===== config.mk =====
export PLATFORM = sky130hd
export DESIGN_NAME = sop_gate_array
export DESIGN_NICKNAME = d
export VERILOG_FILES = /design/src/rtl/sop_gate_pkg.sv /design/src/rtl/sop_term.sv /design/src/rtl/sop_gate_array.sv
export SDC_FILE = /design/constraint.sdc
export NUM_CORES = 1
export LEC_CHECK = 0
export CORE_MARGIN = 10
export CORE_UTILIZATION = 25
export DETAILED_ROUTE_END_ITERATION = 8
export GPL_TIMING_DRIVEN = 0
export PLACE_DENSITY = 0.6
export REMOVE_ABC_BUFFERS = 1
export SLEW_MARGIN = 10
export SYNTH_ARGS = -nofsm -noshare
export SYNTH_HDL_FRONTEND = slang
export SYNTH_SLANG_ARGS = --single-unit

===== constraint.sdc =====
create_clock -name clk -period 1.8 [get_ports clk]
set_input_delay 0.36 -clock clk [delete_from_list [all_inputs] [get_ports clk]]
set_output_delay 0.36 -clock clk [all_outputs]
set_load 0.05 [all_outputs]

===== src/rtl/sop_gate_pkg.sv =====
// Shared defaults and operand bit-index helper for the sum-of-products gate array.
package sop_gate_pkg;

  localparam int DEF_CH    = 2;
  localparam int DEF_TERMS = 2;
  localparam int DEF_WIDTH = 3;
  localparam int DEF_CNTW  = 8;

  // Flat position of input b of term t of channel c within in_data / cfg_mask.
  function automatic int bit_index(input int c, input int t, input int b,
                                   input int terms, input int width);
    return (c * terms + t) * width + b;
  endfunction

endpackage


===== src/rtl/sop_term.sv =====
// One masked AND product term: disabled inputs read as 1, a fully disabled term reads as 0.
module sop_term #(
  parameter int WIDTH = 3
) (
  input  logic [WIDTH-1:0] data,
  input  logic [WIDTH-1:0] mask,
  output logic             y
);

  assign y = (|mask) & (&(data | ~mask));

endmodule


===== src/rtl/sop_gate_array.sv =====
// Two-stage pipelined array of masked AND-OR channels with valid/ready flow control and hit counters.
// Build macro SOP_GATE_INVERT_EN adds cfg_inv, turning each channel into an AND-OR-INVERT on demand.
module sop_gate_array
  import sop_gate_pkg::*;
#(
  parameter int CH    = DEF_CH,
  parameter int TERMS = DEF_TERMS,
  parameter int WIDTH = DEF_WIDTH,
  parameter int CNTW  = DEF_CNTW
) (
  input  logic                      clk,
  input  logic                      rst_n,
  input  logic [CH*TERMS*WIDTH-1:0] in_data,
  input  logic                      in_valid,
  output logic                      in_ready,
  input  logic                      cfg_we,
  input  logic [CH*TERMS*WIDTH-1:0] cfg_mask,
`ifdef SOP_GATE_INVERT_EN
  input  logic [CH-1:0]             cfg_inv,
`endif
  output logic [CH-1:0]             out_y,
  output logic                      out_valid,
  input  logic                      out_ready,
  output logic [CH*CNTW-1:0]        hit_cnt
);

  localparam int NBITS  = CH * TERMS * WIDTH;
  localparam int NTERMS = CH * TERMS;

  logic [NBITS-1:0]          mask_q;
  logic [CH-1:0]             inv_q;
  logic [NTERMS-1:0]         term_res;
  logic [NTERMS-1:0]         s1_terms;
  logic                      s1_valid;
  logic [CH-1:0]             ch_or;
  logic [CH-1:0]             s2_y;
  logic                      s2_valid;
  logic                      s1_adv;
  logic                      s2_adv;
  logic [CH-1:0][CNTW-1:0]   cnt_q;

  for (genvar c = 0; c < CH; c++) begin : g_ch
    for (genvar t = 0; t < TERMS; t++) begin : g_term
      localparam int BASE = bit_index(c, t, 0, TERMS, WIDTH);
      sop_term #(.WIDTH(WIDTH)) u_term (
        .data (in_data[BASE +: WIDTH]),
        .mask (mask_q[BASE +: WIDTH]),
        .y    (term_res[c*TERMS+t])
      );
    end
  end

  // Terms evaluate against the registered mask, so a load on the accept edge only affects later inputs.
  always_ff @(posedge clk) begin
    if (!rst_n) begin
      mask_q <= '1;
    end else if (cfg_we) begin
      mask_q <= cfg_mask;
    end
  end

`ifdef SOP_GATE_INVERT_EN
  always_ff @(posedge clk) begin
    if (!rst_n) begin
      inv_q <= '0;
    end else if (cfg_we) begin
      inv_q <= cfg_inv;
    end
  end
`else
  assign inv_q = '0;
`endif

  assign s2_adv   = !s2_valid || out_ready;
  assign s1_adv   = !s1_valid || s2_adv;
  assign in_ready = s1_adv;

  always_ff @(posedge clk) begin
    if (!rst_n) begin
      s1_valid <= 1'b0;
      s1_terms <= '0;
    end else if (s1_adv) begin
      s1_valid <= in_valid;
      s1_terms <= term_res;
    end
  end

  always_comb begin
    ch_or = '0;
    for (int c = 0; c < CH; c++) begin
      ch_or[c] = |s1_terms[c*TERMS +: TERMS];
    end
  end

  always_ff @(posedge clk) begin
    if (!rst_n) begin
      s2_valid <= 1'b0;
      s2_y     <= '0;
    end else if (s2_adv) begin
      s2_valid <= s1_valid;
      s2_y     <= ch_or ^ inv_q;
    end
  end

  assign out_y     = s2_y;
  assign out_valid = s2_valid;

  // Counters track the value actually delivered downstream and stick at full scale.
  always_ff @(posedge clk) begin
    if (!rst_n) begin
      cnt_q <= '0;
    end else if (s2_valid && out_ready) begin
      for (int c = 0; c < CH; c++) begin
        if (s2_y[c] && (cnt_q[c] != {CNTW{1'b1}})) begin
          cnt_q[c] <= cnt_q[c] + CNTW'(1);
        end
      end
    end
  end

  assign hit_cnt = cnt_q;

endmodule


# --- Word level (Yosys, flattened, before mapping) ---
# Cells that the tools add are included.
# Widths: inputs -> output; s select.
totals:
  in_bits: 29
  out_inout_bits: 20
  regBits: 36
  word_cells: 42
classes:
  n_reduce_logical: 19
  n_addsub: 2
  n_bitwise: 12
  eq_ne: 2
op_table:
  columns: ["cell", "n"]
  rows:
  - ["$add 8x1->8 const B", 2]
  - ["$ne 8x8->1 const B", 2]
  - ["$not 3->3", 4]
  - ["$or 3x3->3", 4]
  - ["$reduce_and 3->1", 4]
  - ["$reduce_or 3->1", 4]
  - ["$and 1x1->1", 4]
  - ["$reduce_and 2->1", 2]
  - ["$reduce_or 2->1", 2]
  - ["$logic_and 1x1->1", 3]
  - ["$logic_not 1->1", 2]
  - ["$logic_or 1x1->1", 2]

# --- Longest topological paths before layout ---
depth:
  word_depth: 4
  mapped_depth: 6
  ltp_nobuf: 5

# --- By module ---
# A second synthesis with hierarchy kept.
unflattened:
  cells_unflattened: 177
  area_unflattened_um2: 1627.8
by_module_without_submodules:
  columns: ["module", "cells_each", "area_each_um2", "instances", "seq_area_each_um2"]
  rows:
  - ["sop_gate_array", 157, 1482.7, 1, 720.7]
  - ["sop_term", 5, 36.3, 4, 0.0]

# --- Worst setup path after synthesis ---
# Ideal clock, no wire load.
synth_path:
  path_kind: "register -> register"
  startpoint: "reg cnt_q, in the netlist hit_cnt[0]"
  endpoint: "reg cnt_q, in the netlist hit_cnt[1]"
  arrival_time_ns: 1.665
  required_ns: 1.672
  path_stages_with_launch: 7
  period_less_slack_ns: 1.792
  setup_slack_ns: 0.008
  n_path_buf: 1
  setup_ns: 0.128
  cell_sequence: "dfxtp_1 -> ha_1 -> nand4_1 -> o21bai_1 -> buf_6 -> mux2i_1 -> nor2_1"
synth_via:
  elab_chain_cells: 3
  elab_cells_between_ends: 4
  classes_between: "add/sub (1); eq/ne (1); reduce/logical (2)"
synth_rtl:
  columns: ["element", "line_no", "rtl"]
  rows:
  - ["start: declaration", "sop_gate_array.sv:40", "logic [CH-1:0][CNTW-1:0] cnt_q;"]
  - ["start signal: indexed assignment", "sop_gate_array.sv:115", "cnt_q[c] <= cnt_q[c] + CNTW'(1);"]
  - ["branches (longest 3 deep; another with $add 8x1->8)", null, null]
# Parallel ways; which one is timed is not known.
# A chain may end at the register's enable or synchronous reset.

# --- Worst setup path in the final report ---
layout_path:
  startpoint: "reg cnt_q, in the netlist hit_cnt[2]"
  endpoint: "out hit_cnt[2]"
layout_rtl:
  columns: ["element", "line_no", "rtl"]
  rows:
  - ["end: declaration", "sop_gate_array.sv:24", "output logic [CH*CNTW-1:0] hit_cnt"]
# No word-level cell between the ends.

==> impl_metrics.py <==
metrics = {
    "critical_path": {
        "cp.arrival_ns": 1.30,
        "critPathKind": "reg -> out",
        "r2r_setup_slack_ns": 0.16,
        "crit_buf_inv": 1,
        "cp_max_fo": 7,
        "crit_family": "buffers and inverters",
        "reg2reg_depth": 5,
        "max_stage_delay_ns": 0.57,
        "cp.required_ns": 1.44,
        "cpMaxStageDelayCell": "dlygate4sd2_1",
        "end_kind": "primary output",
        "r2r_end": "hit_cnt[7]$_SDFFE_PN0P_",
        "rr_startpoint": "hit_cnt[0]$_SDFFE_PN0P_",
        "path_cells": "dlygate4sd2_1",
        "worst_setup_path_start_kind": "register",
    },
    "timing": {
        "rsz0062_at_grt": "no",
        "fin_crit_ns": 1.66,
        "slew_headroom": 0.494,
        "fin_skew_ns": 0.0102,
        "worst_pin_slew_ns": 0.757,
        "finalSetupViolCount": 0,
        "max_freq_mhz": 603,
        "setup_ws_ns": 0.142,
        "min_period_over_period": 0.921,
        "maxSlewViolCount": 0,
        "fin_setup_tns_ns": 0,
        "hold_slack_ns": 0.466,
        "hold_violations": 0,
    },
    "route": {
        "vias": 1469,
        "routed_wl_mm": 4.10,
        "drt-initial-drc-count": 36,
        "dr.pass1.iters": 4,
        "drc_errors": 0,
        "antenna_left": 0,
        "wl_per_cell_um": 13.0,
        "viasPerCell": 4.66,
    },
    "clock_tree": {
        "cts_buffers": 5,
        "cts_root_buf": "clkbuf_8",
        "ctsHoldBuffers": 0,
        "clk_pin_slew_ns": 0.08,
        "h-tree-depth": 2,
        "cts.sinks": 36,
        "cts_buffer_depth": 2,
        "cts_tree": "done",
        "clock_latency_ns": 0.29,
    },
    "grt": {
        "grt_first_pass_wirelength_mm": 6.90,
        "overflow": 0,
        "grtUsageTotal": 0.0835,
        "antenna_found_initial": 0,
        "grt_pass1_vias": 1495,
        "grt_max_degree": 18,
    },
    "power_and_ir_drop": {
        "leakage_nw": 0.967,
        "finalPower_mw": 1.62,
        "switching_share": 0.241,
        "comb_power_share": 0.108,
        "p_seq_frac": 0.520,
        "power_density_nw_per_um2": 715,
        "switchingPower_uw": 391,
        "power.internal_mw": 1.23,
        "vdd_ir_drop_max_mv": 0.342,
        "clockPowerShare": 0.372,
    },
    "floorplan": {
        "fp.dieW_um": 100,
        "initial_core_util": 0.254,
        "core_area_um2": 6310,
        "dieArea_um2": 10000,
        "io_pins": 49,
        "die_y_um": 100,
        "rows": 29,
    },
    "logic_synthesis": {
        "synth_cells": 183,
        "ys_ff_latch": 36,
        "avgSynthCellArea_um2": 8.78,
        "synth_area_um2": 1610,
        "yosys_warnings": 0,
        "seq_area_frac_synth": 0.449,
        "synth_cell_types": 32,
    },
    "placement": {
        "io_buffers": 48,
        "dp_cells": 301,
        "routabilityCongestion": 0.718,
        "placed_area_um2": 2140,
        "post-dp-hpwl_mm": 2.98,
        "dp_slack_ns": -0.828,
    },
    "cells_and_area": {
        "layout.nets": 268,
        "seq_area_um2": 721,
        "design_area_um2": 2270,
        "diodes": 0,
        "area_growth_pct": 41.3,
        "fillers": 690,
        "fin_util": 0.359,
        "multi_input_area_um2": 806,
        "post_route_cells_drive_above_1_share": 0.105,
        "finalNonFillerCells": 315,
    },
    "hold_path": {
        "hold_start": "s1_terms[0]$_SDFFE_PN0P_",
        "hold_depth": 2,
        "hp-class": "reg -> reg",
        "hold_path_end": "s1_terms[0]$_SDFFE_PN0P_",
    },
    "outcome": {
        "outcome": "complete, no violations",
    },
    "run": {
        "cap_violations": 0,
    },
}
[layout by cell type, fill, tap and decap left out]
| master | count |
|---|---|
| a2111oi_2 | 1 |
| and2b_4 | 1 |
| o21bai_2 | 1 |
| or3_1 | 4 |
| o21bai_4 | 1 |
| dfxtp_1 | 36 |
| a221oi_1 | 4 |
| nand3_1 | 17 |
| nand2_2 | 1 |
| or2_1 | 1 |
| nand3_2 | 1 |
| clkinvlp_4 | 3 |
| dlymetal6s2s_1 | 2 |
| nor4_1 | 1 |
| inv_1 | 11 |
| clkbuf_1 | 1 |
| and3_1 | 1 |
| nor2_1 | 15 |
| o211ai_1 | 1 |
| nand2b_1 | 5 |
| ha_1 | 2 |
| clkbuf_2 | 1 |
| xor2_1 | 2 |
| nor3_1 | 4 |
| nand4_2 | 1 |
| nand2_1 | 16 |
| xnor2_1 | 1 |
| nand4_1 | 1 |
| o21ai_0 | 6 |
| mux2i_1 | 14 |
| o21bai_1 | 1 |
| clkdlybuf4s50_1 | 26 |
| clkbuf_8 | 6 |
| a21oi_1 | 16 |
| buf_6 | 1 |
| buf_4 | 5 |
| o31ai_1 | 4 |
| or3_2 | 2 |
| dlygate4sd2_1 | 18 |
| or4_1 | 3 |
[synthesized netlist by cell type, drive strengths merged]
cell type / n / area share
xor2: 2 / 0.011
nor2: 15 / 0.035
nand2: 17 / 0.040
and3: 1 / 0.0039
or4: 3 / 0.014
mux2i: 14 / 0.087
ha: 2 / 0.016
a2111oi: 1 / 0.0093
o21ai: 6 / 0.019
xnor2: 1 / 0.0055
nor4: 1 / 0.0039
inv: 12 / 0.028
or3: 6 / 0.025
or2: 1 / 0.0039
dfxtp: 36 / 0.45
clkbuf: 4 / 0.0093
nand4: 2 / 0.012
a221oi: 4 / 0.022
o211ai: 1 / 0.0047
nand2b: 5 / 0.019
o31ai: 4 / 0.019
a21oi: 16 / 0.050
and2b: 1 / 0.0055
nand3: 18 / 0.059
nor3: 4 / 0.012
buf: 3 / 0.017
o21bai: 3 / 0.021
[power by group through the flow]
| stage | combinational (mW) | clock, mW | sequential, mW |
|---|---|---|---|
| 6_report | 0.175 | 0.604 | 0.843 |
| 5_1_grt | 0.196 | 0.667 | 0.848 |
| 4_1_cts | 0.174 | 0.632 | 0.843 |
| 3_5_place_dp | 0.173 | 0 | 0.861 |
| 3_3_place_gp | 0.171 | 0 | 0.861 |
| 2_1_floorplan | 0.0621 | 0 | 0.872 |
[flip-flops by register name, summed over array words and instances, names as in the netlist]
name	count
out_valid	1
s1_valid	1
out_y	2
mask_q	12
s1_terms	4
hit_cnt	16
[worst max-delay path by stage]
stage,from,endpoint,slack (ns),cells past startpoint
finish,hit_cnt[2]$_SDFFE_PN0P_,hit_cnt[2],0.14,1
global placement,out_ready,in_ready,-0.85,4
global route,hit_cnt[0]$_SDFFE_PN0P_,hit_cnt[3]$_SDFFE_PN0P_,0.02,5
floorplan,hit_cnt[0]$_SDFFE_PN0P_,hit_cnt[1]$_SDFFE_PN0P_,-0.20,5
detailed placement,out_ready,in_ready,-0.83,4
CTS,out_ready,in_ready,-0.11,4
[area by class of cell]
type / instances / area share
tap: 77 / 0.0424
multi-input combinational: 128 / 0.355
timing repair buffer: 53 / 0.219
inverter: 12 / 0.0215
timing repair inverter: 1 / 0.00331
clock inverter: 1 / 0.00331
clock buffer: 7 / 0.0380
sequential: 36 / 0.318
[routing by layer]
metal  GRT usage  vias to the layer above  part of all wire
met3      0.0337                        4             0.066
met1      0.0993                      672              0.47
met2       0.134                       40              0.45
met5           0                        -                 0
li1            -                      753                 -
met4      0.0261                        0             0.010
[repair_timing]
item,CTS,global route
pin swaps,0,0
gates cloned,1,0
setup buffers,0,5
gates resized for setup,31,4
setup endpoints to repair,43,4
[kinds of logic after synthesis]
kind of cell	share of synthesized area
buffers and inverters	0.0545
DFF	0.449
adders and majority gates	0.0156
xor gates and xnor gates	0.0164
and+or+nand+nor	0.234
AOI/OAI and AO/OA	0.144
muxes	0.0872
No activity file was read; power rests on OpenSTA's default activity.
